### config.mk
export PLATFORM = sky130hd
export DESIGN_NAME = seq_stream_gen_flat
export DESIGN_NICKNAME = d
export VERILOG_FILES = /design/src/rtl/seq_stream_gen_if.sv /design/src/rtl/seq_stream_gen.sv /design/src/flat_wrapper.sv
export SDC_FILE = /design/constraint.sdc
export NUM_CORES = 1
export LEC_CHECK = 0
export CELL_PAD_IN_SITES_DETAIL_PLACEMENT = 1
export CELL_PAD_IN_SITES_GLOBAL_PLACEMENT = 1
export CORE_MARGIN = 2
export CORE_UTILIZATION = 40
export DETAILED_ROUTE_END_ITERATION = 10
export PLACE_DENSITY_LB_ADDON = 0.05
export SLEW_MARGIN = 20
export SYNTH_ARGS = -nofsm -noshare
export SYNTH_HDL_FRONTEND = slang
export SYNTH_SLANG_ARGS = --single-unit
### constraint.sdc
create_clock -name clk -period 2.7 [get_ports clk]
set_clock_uncertainty 0.2 [all_clocks]
set_input_delay 0.675 -clock clk [delete_from_list [all_inputs] [get_ports clk]]
set_output_delay 0.675 -clock clk [all_outputs]
set_load 0.03 [all_outputs]
### src/rtl/seq_stream_gen_if.sv
// Load/stream bundle between a host or sequencer and seq_stream_gen.
// The master drives load/pattern/len. The slave (the generator) drives the stream outputs.
interface seq_stream_gen_if #(
   parameter int W  = 8,
   parameter int LW = $clog2(W + 1)
);
   logic          load;
   logic [W-1:0]  pattern;
   logic [LW-1:0] len;
   logic          ready;
   logic          det_rst;
   logic          x;
   logic          valid;
   logic          done;

   // Handshake: a load is taken on a rising edge only when ready=1 and len!=0.
   // Once taken, ready stays low until the stream's done pulse has been issued.
   // While ready=0, load is neither sampled nor remembered.
   // Each cycle with valid=1 carries one pattern bit on x. x is 0 whenever valid=0.
   modport master (output load, pattern, len,
                   input  ready, det_rst, x, valid, done);
   modport slave  (input  load, pattern, len,
                   output ready, det_rst, x, valid, done);
endinterface

### src/rtl/seq_stream_gen.sv
// Serialises a captured pattern MSB-first after a one-cycle detector reset,
// then pulses done. Every output comes from a register.
module seq_stream_gen #(
   parameter int W  = 8,
   parameter int LW = $clog2(W + 1)
) (
   input  logic               clk,
   input  logic               rst,
   seq_stream_gen_if.slave    bus,
   output logic [1:0]         o_state
);
   typedef enum logic [1:0] {
      S_IDLE  = 2'd0,
      S_RST   = 2'd1,
      S_SHIFT = 2'd2,
      S_DONE  = 2'd3
   } state_t;

   state_t        r_state, w_state_nx;
   logic [W-1:0]  r_sr, w_sr_nx;
   logic [LW-1:0] r_cnt, w_cnt_nx;
   logic          r_ready, r_det_rst, r_x, r_valid, r_done;
   logic          w_x_nx;
   logic [LW-1:0] w_eff;
   logic [LW-1:0] w_shamt;

   // Lengths above W are clamped to W. The pattern is then left-aligned so that
   // bit len-1 sits in the MSB and the stream always shifts out of r_sr[W-1].
   assign w_eff   = (bus.len > LW'(W)) ? LW'(W) : bus.len;
   assign w_shamt = LW'(W) - w_eff;

   always_comb begin
      w_state_nx = r_state;
      w_sr_nx    = r_sr;
      w_cnt_nx   = r_cnt;
      w_x_nx     = 1'b0;
      case (r_state)
         S_IDLE: begin
            if (bus.load && (bus.len != '0)) begin
               w_state_nx = S_RST;
               w_sr_nx    = bus.pattern << w_shamt;
               w_cnt_nx   = w_eff;
            end
         end
         S_RST: begin
            w_state_nx = S_SHIFT;
            w_x_nx     = r_sr[W-1];
            w_sr_nx    = r_sr << 1;
         end
         S_SHIFT: begin
            // r_cnt counts the bits still to be shown, including the one on x now.
            if (r_cnt == LW'(1)) begin
               w_state_nx = S_DONE;
            end else begin
               w_x_nx   = r_sr[W-1];
               w_sr_nx  = r_sr << 1;
               w_cnt_nx = r_cnt - LW'(1);
            end
         end
         S_DONE: begin
            w_state_nx = S_IDLE;
         end
         default: begin
            w_state_nx = S_IDLE;
         end
      endcase
   end

   always_ff @(posedge clk or posedge rst) begin
      if (rst) begin
         r_state   <= S_IDLE;
         r_sr      <= '0;
         r_cnt     <= '0;
         r_ready   <= 1'b1;
         r_det_rst <= 1'b1;
         r_x       <= 1'b0;
         r_valid   <= 1'b0;
         r_done    <= 1'b0;
      end else begin
         r_state   <= w_state_nx;
         r_sr      <= w_sr_nx;
         r_cnt     <= w_cnt_nx;
         r_ready   <= (w_state_nx == S_IDLE);
         r_det_rst <= (w_state_nx == S_RST);
         r_x       <= w_x_nx;
         r_valid   <= (w_state_nx == S_SHIFT);
         r_done    <= (w_state_nx == S_DONE);
      end
   end

   assign bus.ready   = r_ready;
   assign bus.det_rst = r_det_rst;
   assign bus.x       = r_x;
   assign bus.valid   = r_valid;
   assign bus.done    = r_done;
   assign o_state     = r_state;
endmodule

### src/flat_wrapper.sv
// flat-port wrapper written by rule: the top's interface ports become plain ports
module seq_stream_gen_flat 
#(
   parameter int W  = 8,
   parameter int LW = $clog2(W + 1)
)
  (clk, rst, o_state, bus_load, bus_pattern, bus_len, bus_ready, bus_det_rst, bus_x, bus_valid, bus_done);
  seq_stream_gen_if #(.W(W), .LW(LW)) bus_i ();
  input  logic clk;
  input  logic rst;
  output logic [1:0] o_state;
  input wire logic [$bits(bus_i.load)-1:0] bus_load;
  input wire logic [$bits(bus_i.pattern)-1:0] bus_pattern;
  input wire logic [$bits(bus_i.len)-1:0] bus_len;
  output wire logic [$bits(bus_i.ready)-1:0] bus_ready;
  output wire logic [$bits(bus_i.det_rst)-1:0] bus_det_rst;
  output wire logic [$bits(bus_i.x)-1:0] bus_x;
  output wire logic [$bits(bus_i.valid)-1:0] bus_valid;
  output wire logic [$bits(bus_i.done)-1:0] bus_done;
  assign bus_i.load = bus_load;
  assign bus_i.pattern = bus_pattern;
  assign bus_i.len = bus_len;
  assign bus_ready = bus_i.ready;
  assign bus_det_rst = bus_i.det_rst;
  assign bus_x = bus_i.x;
  assign bus_valid = bus_i.valid;
  assign bus_done = bus_i.done;
  seq_stream_gen #(.W(W), .LW(LW)) u_core (.clk(clk), .rst(rst), .bus(bus_i), .o_state(o_state));
endmodule
# Word-level counts from Yosys, hierarchy flattened
# Index checks and enable logic that the tools add are counted.
dict set report word_totals {
  out_inout_bits 7
  wordCells 41
  inputBits 15
  reg_bits 19
}
dict set report op_classes {
  addsub 2
  muxes 12
  eq_ne 9
  n_reduce_logical 8
  n_shift 1
  order_cmp 1
}
# operator n
set op_table {}
lappend op_table {{8-bit case mux with 3 select lines} 1}
lappend op_table {{8-bit two-way mux} 2}
lappend op_table {{4-bit two-way mux} 3}
lappend op_table {{2-bit equality test (second input constant)} 4}
lappend op_table {{2-bit case mux with 4 select lines} 1}
lappend op_table {{4-bit case mux with 2 select lines} 1}
lappend op_table {{8-bit by 4-bit << shifter with 8-bit output} 1}
lappend op_table {{3-bit AND reduction} 2}
lappend op_table {{2-bit by 1-bit equality test with 1-bit output (second input constant)} 2}
lappend op_table {{4-bit by 1-bit equality test with 1-bit output (second input constant)} 1}
lappend op_table {{4-bit > comparator (second input constant)} 1}
lappend op_table {{2-bit logical NOT} 2}
lappend op_table {{2-bit two-way mux} 2}
lappend op_table {{4-bit nonzero test} 1}
lappend op_table {{4-bit by 1-bit subtractor with 4-bit output (second input constant)} 1}
lappend op_table {{4-bit subtractor (first input constant)} 1}
lappend op_table {{3-bit nonzero test} 1}
lappend op_table {{2-bit by 1-bit != test with 1-bit output (second input constant)} 1}
lappend op_table {{2-bit != test (second input constant)} 1}
lappend op_table {{1-bit case mux with 2 select lines} 1}
lappend op_table {{2-bit nonzero test} 1}
lappend op_table {{1-bit logical AND} 1}
lappend op_table {{1-bit two-way mux} 1}

# Depth between registers and ports, before layout
dict set report depth {
  ltp_word 6
  ltp_mapped 8
  depth_no_buf 7
}

# Least setup slack after synthesis
# Ideal clock, no wire load.
dict set report synth_path {
  kind {input to register}
  from {input bus_len[0]}
  to {register u_core.r_sr[5]}
  setup_time_ns 0.126
  path_buffers 1
  t_required_ns 2.374
  arrival_ns 2.376
  path_stages 7
  setup_slack_ns -0.002
  path_cell_list {nor2b_1 -> buf_4 -> inv_4 -> ha_1 -> mux4_2 -> and2_1 -> o32a_1}
}
dict set report synth_between {
  elab_chain_len 6
  elab_cells_between_ends 10
  classes_between {add/sub (1); order compare (1); eq/ne (1); shift (1); mux (3); reduce/logical (3)}
}
# element line_no
set synth_lines {}
lappend synth_lines {{start: declaration} flat_wrapper.sv:14} ;# input wire logic [$bits(bus_i.len)-1:0] bus_len;
lappend synth_lines {{4-bit > comparator} seq_stream_gen.sv:29} ;# assign w_eff = (bus.len > LW'(W)) ? LW'(W) : bus.len;
lappend synth_lines {{4-bit two-way mux} seq_stream_gen.sv:29}
lappend synth_lines {{4-bit subtractor} seq_stream_gen.sv:30} ;# assign w_shamt = LW'(W) - w_eff;
lappend synth_lines {{8-bit by 4-bit << shifter with 8-bit output} seq_stream_gen.sv:41} ;# w_sr_nx = bus.pattern << w_shamt;
lappend synth_lines {{8-bit two-way mux} seq_stream_gen.sv:39} ;# if (bus.load && (bus.len != '0)) begin
lappend synth_lines {{8-bit case mux with 3 select lines} seq_stream_gen.sv:37} ;# case (r_state)
lappend synth_lines {{end signal: assignment} seq_stream_gen.sv:81} ;# r_sr <= w_sr_nx;
lappend synth_lines {{end: declaration} seq_stream_gen.sv:20} ;# logic [W-1:0] r_sr, w_sr_nx;
# Parallel ways exist; a longest one is shown, timed or not. The select of a mux whose other input is x is not followed.
# A chain may end at the register's enable or synchronous reset.

# Worst setup path in the final report
# Same ends and word-level chain as after synthesis.

==> flow_metrics.env <==
export IMPL_htree_levels=1
export IMPL_grtUsageTotal=0.190
export IMPL_drv_cap=0
export IMPL_worstMarginPinSlew_ps=709
export IMPL_rr_worst_depth=6
export IMPL_diodes=0
export IMPL_met2_length_um=1550
export IMPL_place_gp_congestion=0.816
export IMPL_irDropWorstVdd_v=0.000435
export IMPL_initial_core_util=0.422
export IMPL_dr_pass1_iters=4
export IMPL_setup_violations_final=0
export IMPL_clkSlewWorstSetupHoldPaths_ps=110
export IMPL_crit_buf_inv=2
export IMPL_synthMostInstantiatedCell="dfrtp_1"
export IMPL_clk_latency_ps=290
export IMPL_hp_class="reg -> reg"
export IMPL_dp_hpwl_um=2530
export IMPL_async_flop_share=1.00
export IMPL_period_needed_ps=2680
export IMPL_grt_pass1_vias=1092
export IMPL_crit_chain="clkdlybuf4s50_1 > nor2b_4 > inv_4 > ha_4 > mux4_2 > and2_4 > o32a_1"
export IMPL_grt_pass1_wl_um=5180
export IMPL_placementRows=20
export IMPL_finalCritPeriodShare=0.993
export IMPL_slew_headroom=0.527
export IMPL_rsz0062_at_grt="false"
export IMPL_core_area_mm2=0.00305
export IMPL_syn_area_per_cell_um2=10.8
export IMPL_syn_area_mm2=0.00129
export IMPL_r2r_slack_ps=430
export IMPL_port_buffers=21
export IMPL_numCtsBuffers=3
export IMPL_crit_slowest_cell="mux4_2"
export IMPL_numClockSinks=19
export IMPL_top_layer="met4"
export IMPL_critPathTopFamily="buffers and inverters"
export IMPL_min_from="u_core.r_sr[5]"
export IMPL_gr_total_overflow=0
export IMPL_fin_tns_setup_ps=0
export IMPL_area_growth_syn_to_layout_pct=32.1
export IMPL_die_x_um=60.8
export IMPL_endpoint_kind="register"
export IMPL_status="finished clean"
export IMPL_antenna_found_initial=0
export IMPL_synth_commonest_cells="17 x dfrtp_1, 9 x a21oi_1, 8 x inv_1"
export IMPL_power_mw=1.81
export IMPL_reg2reg_to="u_core.r_cnt[3]"
export IMPL_dieArea_mm2=0.00369
export IMPL_cp_data_arrival_time_ps=2670
export IMPL_ys_types=47
export IMPL_hold_buffers=0
export IMPL_synth_seq_cells=19
export IMPL_fin_nets=180
export IMPL_synth_edf_count=0
export IMPL_drc=0
export IMPL_clockRootBuffer="clkbuf_4"
export IMPL_grt_max_degree=20
export IMPL_wire_per_inst_um=15.5
export IMPL_min_to="u_core.r_sr[5]"
export IMPL_critPathMaxFanout=3
export IMPL_yosys_area_top_type="dfrtp_1"
export IMPL_met1Wirelength_um=1430
export IMPL_vias=1069
export IMPL_holdPathStages=1
export IMPL_synth_top_cell_area_share=0.330
export IMPL_syn_inst=119
export IMPL_slew_viol_final=0
export IMPL_drive_above_1_share=0.268
export IMPL_p_leak_nw=0.737
export IMPL_r2r_start="u_core.o_state[0]"
export IMPL_die_h_um=60.8
export IMPL_boundaryPins=22
export IMPL_synth_area_leaders="dfrtp_1 33%, mux4_2 8.7%, ha_1 6.8%"
export IMPL_power_density_mw_per_mm2=1060
export IMPL_ant_nets=0
export IMPL_cp_start_kind="input port"
export IMPL_synthFlopType="dfrtp_1"
export IMPL_synth_seq_area_share=0.371
export IMPL_finalHoldWorstSlack_ps=314
export IMPL_critical_path_max_stage_delay_ps=510
export IMPL_cts_buffer_depth=2
export IMPL_cts_tree="done"
export IMPL_hold_viol=0
export IMPL_wl_um=3110
export IMPL_syn_nets=141
export IMPL_cp_required_ps=2690
export IMPL_drt_iter0_markers=25
export IMPL_fmax_mhz=373
export IMPL_met3WireLength_um=82
export IMPL_ys_warn_count=0
export IMPL_crit_type="in -> reg"
export IMPL_viasPerCell=5.32
## through the flow
| stage | cell area (um^2) | utilization | worst slack (ps) | std cells |
|---|---|---|---|---|
| floorplan | 1290 | - | 26.0 | 119 |
| global placement | 1640 | 0.538 | -410 | 195 |
| detailed placement | 1640 | 0.538 | -540 | 195 |
| CTS | 1700 | 0.558 | 22.5 | 201 |
| global route | 1700 | 0.558 | 1.50 | 201 |
| finish | 1700 | 0.558 | 19.1 | 201 |
## registers in the layout (all words and copies together) (netlist names)
name,cells
u_core.bus.ready,1
u_core.bus.done,1
u_core.bus.x,1
u_core.bus.valid,1
u_core.r_sr,8
u_core.bus.det_rst,1
u_core.r_cnt,4
u_core.o_state,2
## placed cells by master, fill, tap and decap left out, drive strengths merged, types with 4 or more instances in the layout
cell type / instances
mux2: 4
mux2i: 5
and2: 4
dfrtp: 17
buf: 17
mux4: 5
clkdlybuf4s50: 19
nand3: 5
inv: 9
ha: 7
nand2: 5
a21oi: 10
nor2: 6
## routing by layer
| metal | vias to the layer above | GRT usage |
|---|---|---|
| met5 | - | 0 |
| met4 | 0 | 0.0652 |
| met3 | 4 | 0.0256 |
| met2 | 24 | 0.321 |
| met1 | 514 | 0.251 |
| li1 | 527 | - |
## what timing repair did
action | in CTS | in global routing
resized for setup | 6 | 0
endpoints found under the setup margin | 3 | 0
setup buffers | 2 | 0
## worst max path at each step
| stage | startpoint | to | slack, ps | depth (start not counted) |
|---|---|---|---|---|
| finish | bus_len[0] | u_core.r_sr[5] | 20 | 7 |
| global route | bus_len[0] | u_core.r_sr[5] | 2 | 7 |
| CTS | bus_len[0] | u_core.r_sr[5] | 20 | 7 |
| detailed placement | bus_len[0] | u_core.r_sr[5] | -540 | 7 |
| global placement | bus_len[0] | u_core.r_sr[5] | -410 | 7 |
| floorplan | bus_len[0] | u_core.r_sr[5] | 30 | 7 |
## final cells by class
cell class | instances | area (um^2)
flip-flops and latches | 19 | 478
clock inverters | 1 | 5.00
repair buffers | 38 | 335
fillers | 359 | 1350
inverters | 9 | 36.3
well taps | 44 | 55.1
multi-input cells | 87 | 771
clock buffers | 3 | 22.5
## where the power goes
part / internal [mW] / switching [mW] / leakage (nW)
Combinational: 0.558 / 0.599 / 0.489
Clock: 0.0551 / 0.0895 / 0.0177
Sequential: 0.427 / 0.0808 / 0.230
Total: 1.04 / 0.769 / 0.737
## cell families (layout without fill, tap and decap cells)
family | after synthesis | in the layout | share of synthesized area
DFF | 19 | 19 | 0.371
AOI/OAI and AO/OA | 31 | 31 | 0.180
muxes | 14 | 14 | 0.173
buffers and inverters | 13 | 51 | 0.0486
and+or+nand+nor | 35 | 35 | 0.160
adders and majority gates | 7 | 7 | 0.0680
(Power assumes the default switching activity.)
